`config.mk`:
```
export PLATFORM = sky130hd
export DESIGN_NAME = data_channel_ctrl
export DESIGN_NICKNAME = d
export VERILOG_FILES = /design/src/rtl/data_channel_ctrl_pkg.sv /design/src/rtl/data_channel_ctrl.sv
export SDC_FILE = /design/constraint.sdc
export NUM_CORES = 1
export LEC_CHECK = 0
export CORE_ASPECT_RATIO = 0.6
export CORE_MARGIN = 2
export CORE_UTILIZATION = 49
export CTS_CLUSTER_DIAMETER = 60
export DETAILED_ROUTE_END_ITERATION = 16
export GPL_TIMING_DRIVEN = 0
export MAX_ROUTING_LAYER = met4
export PLACE_DENSITY = 0.88
export SYNTH_ARGS = -nofsm -noshare
export SYNTH_HDL_FRONTEND = slang
export SYNTH_SLANG_ARGS = --single-unit
```
`constraint.sdc`:
```
create_clock -name clk -period 3.65 [get_ports clk]
set_clock_uncertainty 0.15 [all_clocks]
set_input_delay 0.73 -clock clk [delete_from_list [all_inputs] [get_ports clk]]
set_output_delay 0.73 -clock clk [all_outputs]
set_load 0.005 [all_outputs]
```
`src/rtl/data_channel_ctrl_pkg.sv`:
```
// Shared definitions for the data-channel frame sequencer: pixel-format codes,
// FSM state encoding and the supported-format check.
package data_channel_ctrl_pkg;

  localparam logic [31:0] FmtMono8    = 32'h0108_0001;
  localparam logic [31:0] FmtMono10   = 32'h0110_0003;
  localparam logic [31:0] FmtBayGr8   = 32'h0108_0008;
  localparam logic [31:0] FmtBayGr10  = 32'h0110_000C;
  localparam logic [31:0] FmtDefault  = FmtMono8;

  typedef enum logic [2:0] {
    StIdle,
    StWait,
    StArmed,
    StSkip,
    StFrame
  } state_e;

  function automatic logic fmt_supported(input logic [31:0] fmt);
    return (fmt == FmtMono8) || (fmt == FmtMono10) || (fmt == FmtBayGr8) || (fmt == FmtBayGr10);
  endfunction

endpackage

```
`src/rtl/data_channel_ctrl.sv`:
```
// Frame-level gate in front of the data_align packer: passes only whole frames while
// streaming is enabled, shadows the pixel format between frames and counts passed frames.
module data_channel_ctrl
  import data_channel_ctrl_pkg::*;
#(
  parameter int unsigned SENSOR_DAT_WIDTH = 10,
  parameter int unsigned REG_WD           = 32,
  parameter int unsigned FRAME_CNT_WD     = 16
) (
  input  logic                        clk,
  input  logic                        rst_n,
  input  logic                        i_stream_enable,
  input  logic                        i_acquisition_start,
  input  logic [REG_WD-1:0]           iv_pixel_format,
  input  logic                        i_fval,
  input  logic                        i_lval,
  input  logic [SENSOR_DAT_WIDTH-1:0] iv_pix_data,
  output logic                        o_fval,
  output logic                        o_lval,
  output logic [SENSOR_DAT_WIDTH-1:0] ov_pix_data,
  output logic [REG_WD-1:0]           ov_pixel_format,
  output logic                        o_frame_active,
  output logic                        o_format_err,
  output logic [FRAME_CNT_WD-1:0]     ov_frame_cnt
);

  state_e                        state_q;
  logic                          fval_q, lval_q, err_q;
  logic [SENSOR_DAT_WIDTH-1:0]   pix_q;
  logic [REG_WD-1:0]             fmt_q;
  logic [FRAME_CNT_WD-1:0]       cnt_q;

  logic en, fmt_ok, start, pass;

  assign en     = i_stream_enable & i_acquisition_start;
  assign fmt_ok = fmt_supported(32'(iv_pixel_format));
  assign start  = (state_q == StArmed) & en & i_fval & fmt_ok;
  assign pass   = start | ((state_q == StFrame) & i_fval);

  always_ff @(posedge clk or negedge rst_n) begin
    if (!rst_n) begin
      state_q <= StIdle;
      fval_q  <= 1'b0;
      lval_q  <= 1'b0;
      pix_q   <= '0;
      err_q   <= 1'b0;
      cnt_q   <= '0;
      fmt_q   <= REG_WD'(FmtDefault);
    end else begin
      fval_q <= pass;
      lval_q <= pass & i_lval;
      pix_q  <= (pass & i_lval) ? iv_pix_data : '0;
      err_q  <= 1'b0;
      // Shadow is frozen from the first gated fval cycle until the frame ends.
      if ((state_q != StFrame) && !start) begin
        fmt_q <= iv_pixel_format;
      end
      unique case (state_q)
        StIdle: begin
          if (en) state_q <= StWait;
        end
        StWait: begin
          if (!en)          state_q <= StIdle;
          else if (!i_fval) state_q <= StArmed;
        end
        StArmed: begin
          if (!en) begin
            state_q <= StIdle;
          end else if (i_fval) begin
            if (fmt_ok) begin
              state_q <= StFrame;
            end else begin
              state_q <= StSkip;
              err_q   <= 1'b1;
            end
          end
        end
        StSkip: begin
          if (!i_fval) state_q <= en ? StArmed : StIdle;
        end
        StFrame: begin
          // Dropping en mid-frame never truncates; it only decides where we land afterwards.
          if (!i_fval) begin
            state_q <= en ? StArmed : StIdle;
            cnt_q   <= cnt_q + FRAME_CNT_WD'(1);
          end
        end
        default: state_q <= StIdle;
      endcase
    end
  end

  assign o_fval          = fval_q;
  assign o_lval          = lval_q;
  assign ov_pix_data     = pix_q;
  assign ov_pixel_format = fmt_q;
  assign o_format_err    = err_q;
  assign ov_frame_cnt    = cnt_q;
  assign o_frame_active  = (state_q == StFrame);

endmodule

```
==> qor.csv, run 1 <==
stage,metric,value,unit
global_route,grt_pass1_vias,2925,
final_layout,stdcell_count,540,
yosys,synth_cells,331,
yosys,ys_top_cells_by_area,"dfrtp_1 48%, nand2_1 12%, o211ai_1 7.8%",
yosys,async_reset_ff_share,100,%
timing,setup_viol,0,
drt,dr_wl_met3,549,um
yosys,synth.top_cell.area_share,48.2,%
critical_path,crit_buf_inv,5,
timing,postLayoutSetupSlackWorst,0.314,ns
yosys,syn_area,0.00317,mm2
clocking,cts_max_path_buffers,2,
critical_path,cp_max_fo,10,
yosys,ys_warn_count,0,
clocking,clock_sinks,64,
floorplan,row_count,22,
clocking,ctsHoldBuffers,0,
power,ir_drop,226,uV
drt,final_antenna_net_count,0,
drt,wl_per_cell,16.0,um
yosys,seq_area_frac_synth,50.7,%
yosys,synth.distinct_cells,42,
power,power_density,334,mW/mm2
timing,drv_slew,0,
global_route,grt_max_degree,65,
critical_path,path_cells,clkbuf_2 > or3b_2 > clkbuf_1 > inv_2 > buf_2 > clkdlybuf4s50_1,
yosys,ys_ff_latch,64,
clocking,cts_tree,done,
clocking,clk_latency,0.34,ns
drt,num_vias,3032,
drt,routed_via_density,5.61,
critical_path,arrival,2.46,ns
final_layout,area_growth,43.9,%
drt,dr.pass1.iters,5,
power,leakage,1.94,nW
drt,wl_met2,4080,um
yosys,yosysMostFrequentCell,nand2_1,
placed_design,place_hpwl,6350,um
yosys,synth_edf_count,0,
clocking,cts_resized,0,
hold_path,hp-class,primary input to async pin,
drt,drc,0,
placed_design,port_buffers,109,
timing,hold_ws,0.318,ns
critical_path,worst_path_dominant_cell_family,buffers and inverters,
flow_run,maxCapViolations,0,
floorplan,die_area,0.00715,mm2
timing,hold_viol,0,
floorplan,die_w,108,um
global_route,antenna_found_initial,0,
clocking,ctsHtreeMaxLevel,3,
placed_design,dp_cells,524,
timing,setup-tns-final,0,ns
placed_design,place_area,0.00436,mm2
yosys,avgSynthCellArea,9.57,um2
critical_path,required,2.77,ns
global_route,track_usage,26.4,%
global_route,grt_pass1_wl,14100,um
floorplan,num_io_pins,110,
outcome,status,completed,
drt,wirelength,8630,um
yosys,synth_top_cell_by_area,dfrtp_1,
clocking,cts_made_buffers,9,
final_layout,nNetsFinal,500,
critical_path,path_class,flip-flop to output pin,
drt,drt_iter0_drc,181,
yosys,synth_top_flop_cell,dfrtp_1,
critical_path,cp-start-kind,flip-flop,
timing,timing.fmax,300,MHz
yosys,synth_commonest_cells,"101 x nand2_1, 61 x dfrtp_1, 33 x o211ai_1, 12 x buf_2, 12 x inv_1",
clocking,cts.clk_slew.worst_paths,0.07,ns
critical_path,max_stage_delay,0.54,ns
floorplan,coreArea,0.00619,mm2
timing,tightest_slew,0.793,ns
critical_path,endpoint_kind,output pin,
clocking,postCtsSetupBuffers,0,
timing,min_period,3.34,ns
power,power,1.52,mW
placed_design,pre_cts_ws,0.711,ns
floorplan,die_height,66.3,um
critical_path,crit_slowest_cell,clkdlybuf4s50_1,
floorplan,initial_core_util,51.2,%
clocking,cts-root-buf,clkbuf_8,
timing,rsz0062_at_grt,no,
final_layout,utilization,73.6,%
final_layout,postLayoutCellArea,0.00456,mm2
timing,slew_headroom,47.1,%
final_layout,antenna_cells,0,
yosys,synth_fp_nets,380,
drt,wl_met1,3910,um
placed_design,gp_congestion,0.883,
final_layout,layout-drive-gt1-share,9.87,%
drt,top_layer_used,met4,
global_route,grt.overflow.total,0,
timing,post-route-period-util,91.4,%
-- cell families (layout without fill, tap and decap cells) --
family,count (synthesis),in the layout,synth area share (%)
AO/OA/AOI/OAI,67,67,16.1
XOR/XNOR,16,16,4.42
adder cells (fa/ha/maj),1,1,0.395
buffers and inverters,34,159,4.62
flip-flops,64,64,50.7
multiplexers,2,2,0.671
AND/OR/NAND/NOR,147,147,23.2
-- placed cells by master, fill, tap and decap left out, types with 2 or more instances in the layout --
cell	netlist	routed
nor4b_1	8	8
inv_1	12	12
clkbuf_8	0	10
o211ai_1	33	33
clkinv_2	0	2
buf_2	12	12
dfrtp_1	61	61
nand2_1	101	101
nor2_1	6	6
nand2b_1	2	2
dfstp_2	3	3
clkbuf_1	6	7
nor4_1	6	6
and4_1	3	3
xnor2_1	9	9
nand4_1	4	4
a21oi_1	11	11
clkdlybuf4s50_1	0	108
nand4bb_1	2	2
and3_1	2	2
clkbuf_2	3	3
nor3_1	4	4
nand3_1	3	3
xor2_1	7	7
o2111ai_1	7	7
a2bb2oi_1	7	7
-- report_power, final --
| group | internal (mW) | leakage (nW) | switching [mW] |
|---|---|---|---|
| Sequential | 0.730 | 0.794 | 0.0189 |
| Clock | 0.333 | 0.0993 | 0.276 |
| Combinational | 0.0979 | 1.04 | 0.0661 |
-- flip-flops by register name, summed over array words and instances, names as in the netlist --
| name | flops |
|---|---|
| o_fval | 1 |
| ov_pixel_format | 32 |
| o_format_err | 1 |
| state_q | 3 |
| ov_pix_data | 10 |
| o_lval | 1 |
| ov_frame_cnt | 16 |
-- layout make-up --
class | count | area (um2)
multi-input combinational | 233 | 1420
inverter | 13 | 48.8
fill | 449 | 1630
tap | 84 | 105
clock inverter | 5 | 56.3
sequential | 64 | 1610
buffer | 21 | 97.6
timing repair buffer | 109 | 1090
clock buffer | 11 | 141
-- final timing paths --
kind	cells past startpoint	from	endpoint	slack, ns
setup / recovery	6	state_q[1]	o_frame_active	0.31
setup reg to reg	5	state_q[0]	ov_pixel_format[2]	1.45
hold / removal	1	rst_n	ov_pixel_format[13]	0.32
hold reg to reg	1	ov_frame_cnt[15]	ov_frame_cnt[15]	0.32
min in group clk	1	ov_frame_cnt[15]	ov_frame_cnt[15]	0.32
max in group asynchronous	1	rst_n	state_q[0]	2.50
-- layer usage --
layer | vias to the layer above | track usage [%]
met4 | 0 | 5.77
met2 | 110 | 41.4
met1 | 1495 | 34.0
li1 | 1417 | -
met5 | - | -
met3 | 10 | 8.37
Power figures use the tool's default switching activity.
==> inputs of run 2 (changes only) <==
--- a/config.mk
+++ b/config.mk
@@ -8,6 +8,7 @@
 export CORE_ASPECT_RATIO = 0.6
 export CORE_MARGIN = 2
 export CORE_UTILIZATION = 49
+export CTS_BUF_LIST = sky130_fd_sc_hd__clkbuf_16
 export CTS_CLUSTER_DIAMETER = 60
 export DETAILED_ROUTE_END_ITERATION = 16
 export GPL_TIMING_DRIVEN = 0
==> run 2 against run 1 <==
Cell count did not move; cell area rose by 2.0%; clock power rose by 36%; die area did not move; critical path type unchanged; critical endpoint unchanged; largest cell class unchanged; largest power group is now clock.
==> qor.csv, run 2 (same netlist as run 1, synthesis figures left out) <==
stage,metric,value,unit,change
final_layout,area_growth,46.8,%,
global_route,grt.overflow.total,0,,unchanged
floorplan,die_w,108,um,unchanged
global_route,grt_max_degree,65,,unchanged
critical_path,endpoint_kind,output pin,,
clocking,postCtsSetupBuffers,0,,unchanged
timing,slew_headroom,47.2,%,+0.088 points
timing,rsz0062_at_grt,no,,
clocking,clock_sinks,64,,unchanged
placed_design,gp_congestion,0.883,,unchanged
timing,drv_slew,0,,unchanged
critical_path,cp-start-kind,flip-flop,,
floorplan,die_area,0.00715,mm2,unchanged
floorplan,coreArea,0.00619,mm2,unchanged
drt,wl_per_cell,16.3,um,+2.1%
hold_path,hp-class,flip-flop to flip-flop,,
timing,min_period,3.32,ns,-0.0186 ns
final_layout,multi_input_area,0.00142,mm2,unchanged
final_layout,final_common_cell,clkdlybuf4s50_1,,
critical_path,arrival,2.44,ns,-0.02 ns
power,leakage,1.98,nW,+2.3%
clocking,cts_tree,done,,
critical_path,crit_slowest_cell,clkdlybuf4s50_1,,
final_layout,fillers,435,,-3.1%
global_route,track_usage,27.7,%,+1.3 points
floorplan,num_io_pins,110,,unchanged
final_layout,final_cell_mix,"108 x clkdlybuf4s50_1, 101 x nand2_1, 61 x dfrtp_1, 33 x o211ai_1, 13 x inv_1",,
timing,tightest_slew,0.792,ns,-0.00132 ns
floorplan,row_count,22,,unchanged
clocking,ctsHtreeMaxLevel,3,,unchanged
critical_path,path_class,flip-flop to output pin,,
placed_design,pre_cts_ws,0.711,ns,unchanged
clocking,clk_latency,0.32,ns,-0.02 ns
critical_path,reg2reg_depth,5,,unchanged
clocking,cts_resized,0,,unchanged
final_layout,largest_reg_flops,32,,unchanged
drt,drc,0,,unchanged
final_layout,antenna_cells,0,,unchanged
clocking,cts.clk_slew.worst_paths,0.06,ns,about the same
drt,routed_via_density,5.65,,+0.63%
placed_design,port_buffers,109,,unchanged
drt,num_vias,3051,,+0.63%
timing,post-route-period-util,90.9,%,-0.51 points
timing,hold_ws,0.323,ns,+0.00481 ns
global_route,grt_pass1_wl,14700,um,+4.2%
clocking,cts_made_buffers,9,,unchanged
power,power_density,374,mW/mm2,+12%
final_layout,layout-drive-gt1-share,9.65,%,-0.22 points
floorplan,die_height,66.3,um,unchanged
drt,wirelength,8810,um,+2.1%
outcome,status,completed,,
placed_design,dp_cells,524,,unchanged
clocking,ctsHoldBuffers,0,,unchanged
hold_path,worstHoldPathCells,1,,
clocking,cts-root-buf,clkbuf_16,,
placed_design,place_hpwl,6350,um,unchanged
timing,timing.fmax,301,MHz,+0.56%
power,ir_drop,207,uV,-8.2%
drt,drt_iter0_drc,186,,+2.8%
global_route,grt_pass1_vias,2951,,+0.89%
critical_path,max_stage_delay,0.54,ns,about the same
drt,final_antenna_net_count,0,,unchanged
critical_path,path_cells,clkbuf_2 > or3b_2 > clkbuf_1 > inv_2 > buf_2 > clkdlybuf4s50_1,,
critical_path,cp_max_fo,10,,unchanged
timing,postLayoutSetupSlackWorst,0.332,ns,+0.0186 ns
timing,setup_viol,0,,unchanged
critical_path,required,2.77,ns,about the same
drt,dr.pass1.iters,5,,unchanged
final_layout,regArea,0.00161,mm2,unchanged
final_layout,nNetsFinal,500,,unchanged
clocking,cts_max_path_buffers,2,,unchanged
flow_run,maxCapViolations,0,,unchanged
global_route,antenna_found_initial,0,,unchanged
final_layout,stdcell_count,540,,unchanged
floorplan,initial_core_util,51.2,%,unchanged
timing,hold_viol,0,,unchanged
run 2: cell count changes in the layout (fill, tap and decap cells not counted):
cell	change
clkbuf_1	-1
clkbuf_8	-10
clkbuf_16	+9
inv_1	+1
clkinv_1	+1
run 2: worst paths after layout:
path / start / end / slack, ns
max: state_q[1] / o_frame_active / 0.33
min: ov_frame_cnt[15] / ov_frame_cnt[15] / 0.32
max reg2reg: state_q[0] / ov_pixel_format[2] / 1.41
min reg2reg: ov_frame_cnt[15] / ov_frame_cnt[15] / 0.32
max in group asynchronous: rst_n / state_q[0] / 2.49
min in group asynchronous: rst_n / ov_pixel_format[13] / 0.33
run 2: metrics by stage:
stage	total power [mW]	util [%]	area, um2	setup TNS [ns]
6_report	1.74	75.1	4650	0
2_1_floorplan	0.803	-	3170	0
3_5_place_dp	0.926	70.4	4360	0
5_1_grt	1.82	75.1	4650	0
4_1_cts	1.75	75.1	4650	0
3_3_place_gp	0.923	70.5	4370	-23.09
run 2: layer usage:
metal  up-vias  wire length (um)  global-route usage (%)
met5         -                 0                       -
met4         0                87                    5.93
met3        10               553                    8.47
met2       121              4220                    43.1
met1      1499              3940                    36.3
li1       1421                 -                       -
run 2: final cells by class:
type	instances	area share, %
buffer	21	2.10
clock inverter	7	1.37
tap	84	2.26
inverter	13	1.05
clock buffer	9	4.84
timing repair buffer	109	23.4
multi-input combinational	233	30.5
sequential	64	34.5
run 2: critical path: cells and delay by family, from the launching register on:
kind	cells	cell delay, ns
buffers and inverters	5	1.28
DFF	1	0.37
and+or+nand+nor	1	0.46
run 2: power by group:
group	internal (mW)	switching, mW
sequential	0.732	0.0194
combinational	0.0979	0.0662
clock	0.522	0.305
